--- config.mk ---
export PLATFORM = sky130hd
export DESIGN_NAME = id_ex_pipe_reg_flat
export DESIGN_NICKNAME = d
export VERILOG_FILES = /design/src/rtl/id_ex_if.sv /design/src/rtl/id_ex_pipe_reg.sv /design/src/flat_wrapper.sv
export SDC_FILE = /design/constraint.sdc
export NUM_CORES = 1
export LEC_CHECK = 0
export CORE_ASPECT_RATIO = 0.8
export CORE_MARGIN = 4
export CORE_UTILIZATION = 37
export CTS_CLUSTER_DIAMETER = 40
export DETAILED_ROUTE_END_ITERATION = 6
export HOLD_SLACK_MARGIN = 0.15
export PLACE_DENSITY = 0.87
export SYNTH_ARGS = -nofsm -noshare
export SYNTH_HDL_FRONTEND = slang
export SYNTH_SLANG_ARGS = --single-unit
--- constraint.sdc ---
create_clock -name clk -period 1.8 [get_ports clk]
set_input_delay 0.18 -clock clk [delete_from_list [all_inputs] [get_ports clk]]
set_output_delay 0.18 -clock clk [all_outputs]
set_load 0.02 [all_outputs]
--- src/rtl/id_ex_if.sv ---
// ID/EX stage boundary: decode-side inputs, write-back bypass, stage controls, EX-side outputs.
// Pure wiring, no latency of its own.
// flush/ex_stall come from downstream; hazard_stall goes back upstream.
interface id_ex_if #(
    parameter int DATA_W = 32,
    parameter int REG_AW = 5,
    parameter int CTRL_W = 8
);
    logic              id_valid;
    logic [DATA_W-1:0] id_pc;
    logic [DATA_W-1:0] id_rs_data;
    logic [DATA_W-1:0] id_rt_data;
    logic [15:0]       id_imm16;
    logic              id_zext;
    logic [REG_AW-1:0] id_rs;
    logic [REG_AW-1:0] id_rt;
    logic [REG_AW-1:0] id_rd;
    logic [CTRL_W-1:0] id_ctrl;
    logic              wb_we;
    logic [REG_AW-1:0] wb_addr;
    logic [DATA_W-1:0] wb_data;
    logic              flush;
    logic              ex_stall;
    logic              ex_valid;
    logic [DATA_W-1:0] ex_pc;
    logic [DATA_W-1:0] ex_rs_data;
    logic [DATA_W-1:0] ex_rt_data;
    logic [DATA_W-1:0] ex_imm;
    logic [REG_AW-1:0] ex_rs;
    logic [REG_AW-1:0] ex_rt;
    logic [REG_AW-1:0] ex_rd;
    logic [CTRL_W-1:0] ex_ctrl;
    logic              hazard_stall;
    logic [15:0]       bubble_cnt;

    modport master (
        output id_valid, id_pc, id_rs_data, id_rt_data, id_imm16, id_zext,
               id_rs, id_rt, id_rd, id_ctrl, wb_we, wb_addr, wb_data, flush, ex_stall,
        input  ex_valid, ex_pc, ex_rs_data, ex_rt_data, ex_imm, ex_rs, ex_rt, ex_rd,
               ex_ctrl, hazard_stall, bubble_cnt
    );

    modport slave (
        input  id_valid, id_pc, id_rs_data, id_rt_data, id_imm16, id_zext,
               id_rs, id_rt, id_rd, id_ctrl, wb_we, wb_addr, wb_data, flush, ex_stall,
        output ex_valid, ex_pc, ex_rs_data, ex_rt_data, ex_imm, ex_rs, ex_rt, ex_rd,
               ex_ctrl, hazard_stall, bubble_cnt
    );
endinterface

--- src/rtl/id_ex_pipe_reg.sv ---
// ID/EX pipeline register with immediate extension, write-back bypass and load-use bubble insertion.
// Latency: one cycle from decode inputs to EX outputs; hazard_stall is combinational.
// ex_stall holds EX contents; a load-use hazard holds upstream and injects one bubble.
module id_ex_pipe_reg #(
    parameter int DATA_W      = 32,
    parameter int REG_AW      = 5,
    parameter int CTRL_W      = 8,
    parameter int MEMREAD_BIT = 4
) (
    input  logic    clk,
    input  logic    rst,
    id_ex_if.slave  bus
);
    localparam int EXT_W = DATA_W - 16;

    logic              ex_valid_q;
    logic [DATA_W-1:0] ex_pc_q;
    logic [DATA_W-1:0] ex_rs_data_q;
    logic [DATA_W-1:0] ex_rt_data_q;
    logic [DATA_W-1:0] ex_imm_q;
    logic [REG_AW-1:0] ex_rs_q;
    logic [REG_AW-1:0] ex_rt_q;
    logic [REG_AW-1:0] ex_rd_q;
    logic [CTRL_W-1:0] ex_ctrl_q;
    logic [15:0]       bubble_cnt_q;

    logic [DATA_W-1:0] imm_ext;
    logic [DATA_W-1:0] rs_fwd;
    logic [DATA_W-1:0] rt_fwd;
    logic              load_use;
    logic              ex_clr;
    logic              ex_hold;

    always_comb begin
        imm_ext = bus.id_zext ? {{EXT_W{1'b0}}, bus.id_imm16}
                              : {{EXT_W{bus.id_imm16[15]}}, bus.id_imm16};
        // Register-file write happens in the same cycle as the read, so bypass it; r0 is never written.
        rs_fwd = (bus.wb_we && (bus.wb_addr != '0) && (bus.wb_addr == bus.id_rs)) ? bus.wb_data
                                                                                   : bus.id_rs_data;
        rt_fwd = (bus.wb_we && (bus.wb_addr != '0) && (bus.wb_addr == bus.id_rt)) ? bus.wb_data
                                                                                   : bus.id_rt_data;
        load_use = ex_valid_q && ex_ctrl_q[MEMREAD_BIT] && (ex_rt_q != '0) && bus.id_valid &&
                   ((ex_rt_q == bus.id_rs) || (ex_rt_q == bus.id_rt));
        ex_clr  = rst || bus.flush || (!bus.ex_stall && load_use);
        ex_hold = bus.ex_stall;
    end

    always_ff @(posedge clk) begin
        if (ex_clr) begin
            ex_valid_q   <= 1'b0;
            ex_pc_q      <= '0;
            ex_rs_data_q <= '0;
            ex_rt_data_q <= '0;
            ex_imm_q     <= '0;
            ex_rs_q      <= '0;
            ex_rt_q      <= '0;
            ex_rd_q      <= '0;
            ex_ctrl_q    <= '0;
        end else if (!ex_hold) begin
            ex_valid_q   <= bus.id_valid;
            ex_pc_q      <= bus.id_pc;
            ex_rs_data_q <= rs_fwd;
            ex_rt_data_q <= rt_fwd;
            ex_imm_q     <= imm_ext;
            ex_rs_q      <= bus.id_rs;
            ex_rt_q      <= bus.id_rt;
            ex_rd_q      <= bus.id_rd;
            ex_ctrl_q    <= bus.id_valid ? bus.id_ctrl : '0;
        end
    end

    // Only a bubble actually inserted counts; a hazard masked by flush or ex_stall does not.
    always_ff @(posedge clk) begin
        if (rst) begin
            bubble_cnt_q <= '0;
        end else if (!bus.flush && !bus.ex_stall && load_use && (bubble_cnt_q != 16'hFFFF)) begin
            bubble_cnt_q <= bubble_cnt_q + 16'd1;
        end
    end

    assign bus.ex_valid     = ex_valid_q;
    assign bus.ex_pc        = ex_pc_q;
    assign bus.ex_rs_data   = ex_rs_data_q;
    assign bus.ex_rt_data   = ex_rt_data_q;
    assign bus.ex_imm       = ex_imm_q;
    assign bus.ex_rs        = ex_rs_q;
    assign bus.ex_rt        = ex_rt_q;
    assign bus.ex_rd        = ex_rd_q;
    assign bus.ex_ctrl      = ex_ctrl_q;
    assign bus.hazard_stall = load_use;
    assign bus.bubble_cnt   = bubble_cnt_q;
endmodule

--- src/flat_wrapper.sv ---
// flat-port wrapper written by rule: the top's interface ports become plain ports
module id_ex_pipe_reg_flat 
#(
    parameter int DATA_W      = 32,
    parameter int REG_AW      = 5,
    parameter int CTRL_W      = 8,
    parameter int MEMREAD_BIT = 4
)
  (clk, rst, bus_id_valid, bus_id_pc, bus_id_rs_data, bus_id_rt_data, bus_id_imm16, bus_id_zext, bus_id_rs, bus_id_rt, bus_id_rd, bus_id_ctrl, bus_wb_we, bus_wb_addr, bus_wb_data, bus_flush, bus_ex_stall, bus_ex_valid, bus_ex_pc, bus_ex_rs_data, bus_ex_rt_data, bus_ex_imm, bus_ex_rs, bus_ex_rt, bus_ex_rd, bus_ex_ctrl, bus_hazard_stall, bus_bubble_cnt);
  id_ex_if #(.DATA_W(DATA_W), .REG_AW(REG_AW), .CTRL_W(CTRL_W)) bus_i ();
  input  logic clk;
  input  logic rst;
  input wire logic [$bits(bus_i.id_valid)-1:0] bus_id_valid;
  input wire logic [$bits(bus_i.id_pc)-1:0] bus_id_pc;
  input wire logic [$bits(bus_i.id_rs_data)-1:0] bus_id_rs_data;
  input wire logic [$bits(bus_i.id_rt_data)-1:0] bus_id_rt_data;
  input wire logic [$bits(bus_i.id_imm16)-1:0] bus_id_imm16;
  input wire logic [$bits(bus_i.id_zext)-1:0] bus_id_zext;
  input wire logic [$bits(bus_i.id_rs)-1:0] bus_id_rs;
  input wire logic [$bits(bus_i.id_rt)-1:0] bus_id_rt;
  input wire logic [$bits(bus_i.id_rd)-1:0] bus_id_rd;
  input wire logic [$bits(bus_i.id_ctrl)-1:0] bus_id_ctrl;
  input wire logic [$bits(bus_i.wb_we)-1:0] bus_wb_we;
  input wire logic [$bits(bus_i.wb_addr)-1:0] bus_wb_addr;
  input wire logic [$bits(bus_i.wb_data)-1:0] bus_wb_data;
  input wire logic [$bits(bus_i.flush)-1:0] bus_flush;
  input wire logic [$bits(bus_i.ex_stall)-1:0] bus_ex_stall;
  output wire logic [$bits(bus_i.ex_valid)-1:0] bus_ex_valid;
  output wire logic [$bits(bus_i.ex_pc)-1:0] bus_ex_pc;
  output wire logic [$bits(bus_i.ex_rs_data)-1:0] bus_ex_rs_data;
  output wire logic [$bits(bus_i.ex_rt_data)-1:0] bus_ex_rt_data;
  output wire logic [$bits(bus_i.ex_imm)-1:0] bus_ex_imm;
  output wire logic [$bits(bus_i.ex_rs)-1:0] bus_ex_rs;
  output wire logic [$bits(bus_i.ex_rt)-1:0] bus_ex_rt;
  output wire logic [$bits(bus_i.ex_rd)-1:0] bus_ex_rd;
  output wire logic [$bits(bus_i.ex_ctrl)-1:0] bus_ex_ctrl;
  output wire logic [$bits(bus_i.hazard_stall)-1:0] bus_hazard_stall;
  output wire logic [$bits(bus_i.bubble_cnt)-1:0] bus_bubble_cnt;
  assign bus_i.id_valid = bus_id_valid;
  assign bus_i.id_pc = bus_id_pc;
  assign bus_i.id_rs_data = bus_id_rs_data;
  assign bus_i.id_rt_data = bus_id_rt_data;
  assign bus_i.id_imm16 = bus_id_imm16;
  assign bus_i.id_zext = bus_id_zext;
  assign bus_i.id_rs = bus_id_rs;
  assign bus_i.id_rt = bus_id_rt;
  assign bus_i.id_rd = bus_id_rd;
  assign bus_i.id_ctrl = bus_id_ctrl;
  assign bus_i.wb_we = bus_wb_we;
  assign bus_i.wb_addr = bus_wb_addr;
  assign bus_i.wb_data = bus_wb_data;
  assign bus_i.flush = bus_flush;
  assign bus_i.ex_stall = bus_ex_stall;
  assign bus_ex_valid = bus_i.ex_valid;
  assign bus_ex_pc = bus_i.ex_pc;
  assign bus_ex_rs_data = bus_i.ex_rs_data;
  assign bus_ex_rt_data = bus_i.ex_rt_data;
  assign bus_ex_imm = bus_i.ex_imm;
  assign bus_ex_rs = bus_i.ex_rs;
  assign bus_ex_rt = bus_i.ex_rt;
  assign bus_ex_rd = bus_i.ex_rd;
  assign bus_ex_ctrl = bus_i.ex_ctrl;
  assign bus_hazard_stall = bus_i.hazard_stall;
  assign bus_bubble_cnt = bus_i.bubble_cnt;
  id_ex_pipe_reg #(.DATA_W(DATA_W), .REG_AW(REG_AW), .CTRL_W(CTRL_W), .MEMREAD_BIT(MEMREAD_BIT)) u_core (.clk(clk), .rst(rst), .bus(bus_i));
endmodule
==> results of run 1 <==
==> how the worst max path moves through the flow <==
stage / start / endpoint / slack, ns
after floorplan: u_core.bus.ex_rt[1]$_SDFFE_PP0N_ / u_core.bus.bubble_cnt[7]$_SDFFE_PP0P_ / -0.34
after global placement: bus_id_rs[0] / bus_hazard_stall / -0.48
after detailed placement: bus_wb_addr[0] / u_core.bus.ex_rs_data[8]$_SDFFE_PP0N_ / -0.50
after CTS: u_core.bus.ex_rt[1]$_SDFFE_PP0N_ / bus_hazard_stall / -0.25
after global routing: u_core.bus.ex_rt[3]$_SDFFE_PP0N_ / u_core.bus.bubble_cnt[3]$_SDFFE_PP0P_ / -0.36
final: u_core.bus.ex_rt[3]$_SDFFE_PP0N_ / u_core.bus.bubble_cnt[10]$_SDFFE_PP0P_ / -0.27
==> cell usage in the layout, fill, tap and decap left out, types with 3 or more instances in the layout <==
cell type and count:
clkdlybuf4s50_1 327, o31ai_2 32, mux2_4 3, dlygate4sd2_1 15, mux2i_1 64, nor2_1 12, o21ai_2 8, buf_4 68
o31ai_4 28, buf_12 14, dlymetal6s2s_1 3, a21oi_1 66, xnor2_1 8, clkbuf_16 22, nand4_1 6, nor2b_1 4
a21oi_2 5, nand2_1 66, dfxtp_1 144, nand3_1 88, o21ai_0 3, xor2_1 15, buf_6 12, inv_6 4
or4_1 3, dfxtp_2 7, nor4_4 5, nand3b_1 63, or4_4 4, clkinv_4 4, o31ai_1 9, and3_4 3
==> cell type report <==
type	count	area, µm²	area share, %
Clock buffer	19	452.9	3.545
Clock inverter	13	132.6	1.038
Inverter	3	13.76	0.1077
Multi-Input combinational cell	522	4198	32.85
Sequential cell	153	3079	24.10
Tap cell	258	322.8	2.526
Timing Repair Buffer	448	4578	35.83
==> timing repair <==
action                     in CTS  in global routing
gates cloned                    1                  8
setup endpoints to repair     163                157
gates resized for setup        52                 75
hold endpoints to repair        0                  0
pin swaps                      18                 51
buffers inserted               10                  6
==> routing by layer <==
metal / wire [µm] / share of wire (%)
met5: 0 / 0
met4: 709 / 2.6
met2: 13940 / 51
met3: 1876 / 6.9
met1: 10580 / 39
==> per-stage QoR <==
| step | setup TNS [ns] | cells | cell area [µm²] | setup WS [ns] |
|---|---|---|---|---|
| after floorplan | -17.90 | 766 | 7303 | -0.3357 |
| after global placement | -48.21 | 1361 | 11350 | -0.4777 |
| after detailed placement | -51.08 | 1361 | 11350 | -0.4975 |
| after CTS | -24.79 | 1403 | 12150 | -0.2531 |
| after global routing | -38.83 | 1416 | 12780 | -0.3600 |
| final | -27.48 | 1416 | 12780 | -0.2735 |
==> flip-flops by register name, summed over array words and instances (netlist names) <==
| name | cells |
|---|---|
| u_core.bus.bubble_cnt | 16 |
| u_core.bus.ex_pc | 32 |
| u_core.bus.ex_ctrl | 8 |
| u_core.bus.ex_rt | 5 |
| u_core.bus.ex_imm | 17 |
| u_core.bus.ex_rs_data | 32 |
| u_core.bus.ex_rs | 5 |
| u_core.bus.ex_rt_data | 32 |
| u_core.bus.ex_rd | 5 |
| u_core.bus.ex_valid | 1 |
==> power by group through the flow <==
| stage | Clock [W] | Sequential, W | Combinational, W |
|---|---|---|---|
| 3_3_place_gp | 0 | 0.00361 | 0.00139 |
| 6_report | 0.00358 | 0.00354 | 0.00154 |
| 5_1_grt | 0.00381 | 0.00355 | 0.00163 |
| 2_1_floorplan | 0 | 0.00373 | 0.000482 |
| 4_1_cts | 0.00364 | 0.00354 | 0.00143 |
| 3_5_place_dp | 0 | 0.00361 | 0.00141 |
==> tightest hold or removal path: cells and delay by family <==
family / cells / cell delay [ns]
AND/OR/NAND/NOR: 2 / 0.20
buffers and inverters: 1 / 0.12
AO/OA/AOI/OAI: 2 / 0.09
==> kinds of logic (layout without fill, tap and decap cells) <==
kind of cell,Yosys count,after routing,synth area share [%]
AND/OR/NAND/NOR,269,270,20.48
AO/OA/AOI/OAI,160,160,17.64
flip-flops,153,153,42.13
buffers and inverters,92,483,7.382
multiplexers,68,68,9.430
XOR/XNOR,23,23,2.771
adder cells (fa/ha/maj),1,1,0.1721
==> reports/results.txt, run 1 <==
EDFF count, synth: 0
Post-DP HPWL: 18320 µm
max incr delay on CP: 0.55 ns
DRT antenna net count: 0
yosys warns: 0
share of cells above drive strength 1: 21.93%
global placer's final weighted congestion: 0.8649
WHS: 0.2113 ns
DIE HEIGHT: 133.4 µm
setup ws final: -0.2735 ns
setup repair after global routing missed its margin: yes
first-pass GRT wire length: 38820 µm
cell row count: 45
Post-route DRC: 0
fin nets: 1325
Crit path max-delay family: simple AND/OR/NAND/NOR gates
clock tree from TritonCTS: built
Area Growth Syn to Fin: 75.74%
flops & latches, synth: 153
IO Pins: 348
largest area contributor in the netlist: dfxtp_1
number of fill cells: 1446
TritonCTS Sinks: 153
CTS buffer count: 17
Setup CP Type: reg -> reg
switch share: 26.94%
Clk network pwr share: 41.3%
clk slew on worst S/H paths: 0.06 ns
Reg-to-Reg Start: u_core.bus.ex_rt[3]$_SDFFE_PP0N_
Worst path depth: 8
end-of-flow core utilization: 66.75%
initial antenna violation count: 0
IO buf count: 347
post-synth top area share: 42.13%
slowest CP cell: or4_4
first drt pass iteration count: 5
mapped cell area: 7271 µm²
final setup vio count: 146
CP max FO: 9
CP Cell Sequence: buf_4 -> xor2_1 -> nor2_1 -> a22oi_2 -> or2_4 -> buf_6 -> or4_4 -> a21oi_2
clock root buffer: clkbuf_16
fmax: 0.4823 GHz
worst hold path stage count: 5
internal power: 0.006328 W
crit path time final: 2.074 ns
most frequent cells after synthesis: dfxtp_1 (153), nand3_1 (89), a21oi_1 (71), nand2_1 (66), mux2i_1 (64)
Starting DRT DRC Count: 504
R2R setup slack: -0.27 ns
die area: 21970 µm²
Max Cap Viol: 0
Worst slew margin: 62.83%
effective utilization at floorplan: 37.98%
hold path start: bus_ex_stall
vias: 7476
P_sw: 0.002333 W
post-synthesis sequential area ratio: 42.13%
Gate Count Post-Synth: 766
worst skew pair latency: 0.42 ns
vias in the first global route: 7284
H-tree Lvls: 4
WP data required: 2.15 ns
gr usage total: 22.07%
CP endpoint kind: register
status: finished, violations left
WL final: 27110 µm
# hold bufs at CTS: 0
Post-synth ARST share: 0%
Die Wd: 164.7 µm
met1 Use GR: 26.29%
Hold Path End: u_core.bus.bubble_cnt[8]$_SDFFE_PP0P_
top-count cell post-synth: dfxtp_1
synthesized area per cell: 9.492 µm²
GR peak layer: met2
logic gate share of total power: 17.8%
violated checks: setup timing
maximum VDD drop: 0.0004719 V
vias per cell: 5.280
CTS max path bufs: 2
Pwr Density: 677.9 nW/µm²
Final Skew: 0.01288 ns
CP startpoint kind: register
largest net degree at the start of global routing: 130
Final period util: 115.2%
ant diodes: 0
r2r endpoint: u_core.bus.bubble_cnt[10]$_SDFFE_PP0P_
Worst EP arrival: 2.42 ns
worst path bufs/invs: 2
Hold WC Path Type: in -> reg
Core Area: 19140 µm²
cells on worst reg2reg path: 8
syn nets: 946
Synth area leaders: dfxtp_1 (42%), o31ai_2 (9.1%), mux2i_1 (8.8%), nand3b_1 (6.5%), nand3_1 (6.1%)
met2 Use GR: 38.98%
final hold viol count: 0
Top FF cell, synth: dfxtp_1
library cells used by synthesis: 41
routing usage on met3: 5.599%
WL/cell: 19.14 µm
Overflow after GRT: 0
final total power: 0.008661 W
max-slew violations: 0
sequential power share: 40.8%
worst slew pin tran: 0.5576 ns
leakage: 4.603 nW
Note: power is estimated with default switching activity, not from simulation.
==> run 2, diff against run 1 <==
- CTS_CLUSTER_DIAMETER: 40 -> default
==> results of run 2 <==
Same layout as run 1: the final DEF is identical, and so are final timing and power.
==> run 3, diff against run 2 <==
- CTS_CLUSTER_SIZE: default -> 16
- PLACE_DENSITY: 0.87 -> default
- PLACE_DENSITY_LB_ADDON: default -> 0.1
==> reports/results.txt, run 3 (synthesis gave the netlist of run 1 again) <==
status: finished, violations left
violated checks: setup timing
Starting DRT DRC Count: 487
TritonCTS Sinks: 153
setup repair after global routing missed its margin: yes
cell row count: 45
global placer's final weighted congestion: 0.8442
CP endpoint kind: register
CTS max path bufs: 2
Hold WC Path Type: in -> reg
leakage: 4.696 nW
r2r endpoint: u_core.bus.bubble_cnt[12]$_SDFFE_PP0P_
slowest CP cell: or4_4
CP startpoint kind: register
Setup TNS Final: -29.14 ns
Hold Path End: u_core.bus.ex_ctrl[7]$_SDFFE_PP0N_
H-tree Lvls: 4
Setup CP Type: reg -> reg
clock tree from TritonCTS: built
Worst EP arrival: 2.52 ns
Pwr Density: 679.8 nW/µm²
Post-route DRC: 0
Worst path most repeated cell: buf_6
CTS buffer count: 17
worst skew pair latency: 0.43 ns
IO buf count: 347
cells on worst reg2reg path: 9
fin nets: 1335
Core Area: 19140 µm²
Final Skew: 0.01732 ns
worst slew pin tran: 0.5670 ns
Die Wd: 164.7 µm
DRT antenna net count: 0
setup ws final: -0.3629 ns
first-pass GRT wire length: 38970 µm
Worst slew margin: 62.20%
initial antenna violation count: 0
vias per cell: 5.042
max incr delay on CP: 0.53 ns
R2R setup slack: -0.36 ns
final setup vio count: 153
Reg-to-Reg Start: u_core.bus.ex_rt[4]$_SDFFE_PP0N_
most frequent cells in the layout: clkdlybuf4s50_1 (329), dfxtp_1 (148), nand3_1 (88)
gr usage total: 22.30%
WP data required: 2.15 ns
clk slew on worst S/H paths: 0.06 ns
Area Growth Syn to Fin: 72.57%
worst hold path stage count: 4
end-of-flow core utilization: 65.54%
ant diodes: 0
hold path start: bus_ex_stall
largest net degree at the start of global routing: 149
placed insts: 1372
effective utilization at floorplan: 37.98%
vias: 7190
share of cells above drive strength 1: 21.75%
die area: 21970 µm²
crit path time final: 2.163 ns
final hold viol count: 0
WL final: 26540 µm
CP Cell Sequence: buf_6 -> xor2_2 -> nor3_2 -> a22oi_2 -> or2_4 -> buf_6 -> buf_6 -> or4_4 -> a21oi_2
clock root buffer: clkbuf_16
Cell Count, Final, Fillers Out: 1426
WL/cell: 18.61 µm
CP max FO: 6
Post-DP HPWL: 18420 µm
fmax: 0.4623 GHz
number of fill cells: 1625
max-slew violations: 0
Max Cap Viol: 0
Final period util: 120.2%
DIE HEIGHT: 133.4 µm
maximum VDD drop: 0.0004466 V
vias in the first global route: 7038
Overflow after GRT: 0
IO Pins: 348
first drt pass iteration count: 5
commonest non-fill, non-tap cell in the layout: clkdlybuf4s50_1
[run 3: routing by layer]
layer	part of all wire [%]	track usage [%]
met1	42	27.76
met2	48	37.01
met3	8.1	8.011
met4	1.2	5.127
met5	0	0
[run 3: critical path: cells and delay by family, from the launching register on]
kind | cells | cell delay (ns)
compound gates | 2 | 0.25
xor+xnor | 1 | 0.14
simple gates | 3 | 1.01
flops | 1 | 0.32
buf+inv | 3 | 0.37
[run 3: worst max-delay path by stage]
stage / startpoint / end / cells after the start
finish: u_core.bus.ex_rt[4]$_SDFFE_PP0N_ / u_core.bus.bubble_cnt[12]$_SDFFE_PP0P_ / 9
detailed placement: bus_id_rt[3] / u_core.bus.ex_imm[5]$_SDFFE_PP0N_ / 9
CTS: u_core.bus.ex_rt[4]$_SDFFE_PP0N_ / u_core.bus.bubble_cnt[12]$_SDFFE_PP0P_ / 9
global route: u_core.bus.ex_rt[4]$_SDFFE_PP0N_ / u_core.bus.bubble_cnt[12]$_SDFFE_PP0P_ / 9
floorplan: u_core.bus.ex_rt[1]$_SDFFE_PP0N_ / u_core.bus.bubble_cnt[7]$_SDFFE_PP0P_ / 7
global placement: bus_id_rs[0] / u_core.bus.bubble_cnt[14]$_SDFFE_PP0P_ / 8
[run 3: per-stage QoR]
stage	setup WS (ns)	hold WS (ns)	total power, W	instance area, µm²
finish	-0.3629	0.2229	0.008529	12550
global route	-0.4369	0.2235	0.008844	12550
CTS	-0.3423	0.2006	0.008564	12110
detailed placement	-0.5565	0.4510	0.005025	11440
global placement	-0.5026	0.4476	0.005016	11440
floorplan	-0.3357	0.3339	0.004212	7303
[run 3: where the power goes]
part	switching, W	internal, W
Clock	0.00157	0.00198
Sequential	0.0000518	0.00348
Combinational	0.000668	0.000782
Total	0.00229	0.00624
[run 3: final cells by class]
cell class	count	area, µm²	area share (%)
clock buffers	19	442.9	3.530
clock inverters	13	133.9	1.067
inverters	3	11.26	0.08975
multi-input cells	521	3905	31.12
flip-flops and latches	153	3074	24.50
well taps	258	322.8	2.573
repair buffers	459	4657	37.12
[run 3: timing repair]
action | CTS | global route
hold buffers | 0 | 0
buffers inserted | 6 | 10
endpoints found under the setup margin | 156 | 169
gates resized for setup | 19 | 59
pin swaps | 9 | 41
cloned | 0 | 6
endpoints found under the hold margin | 0 | 0
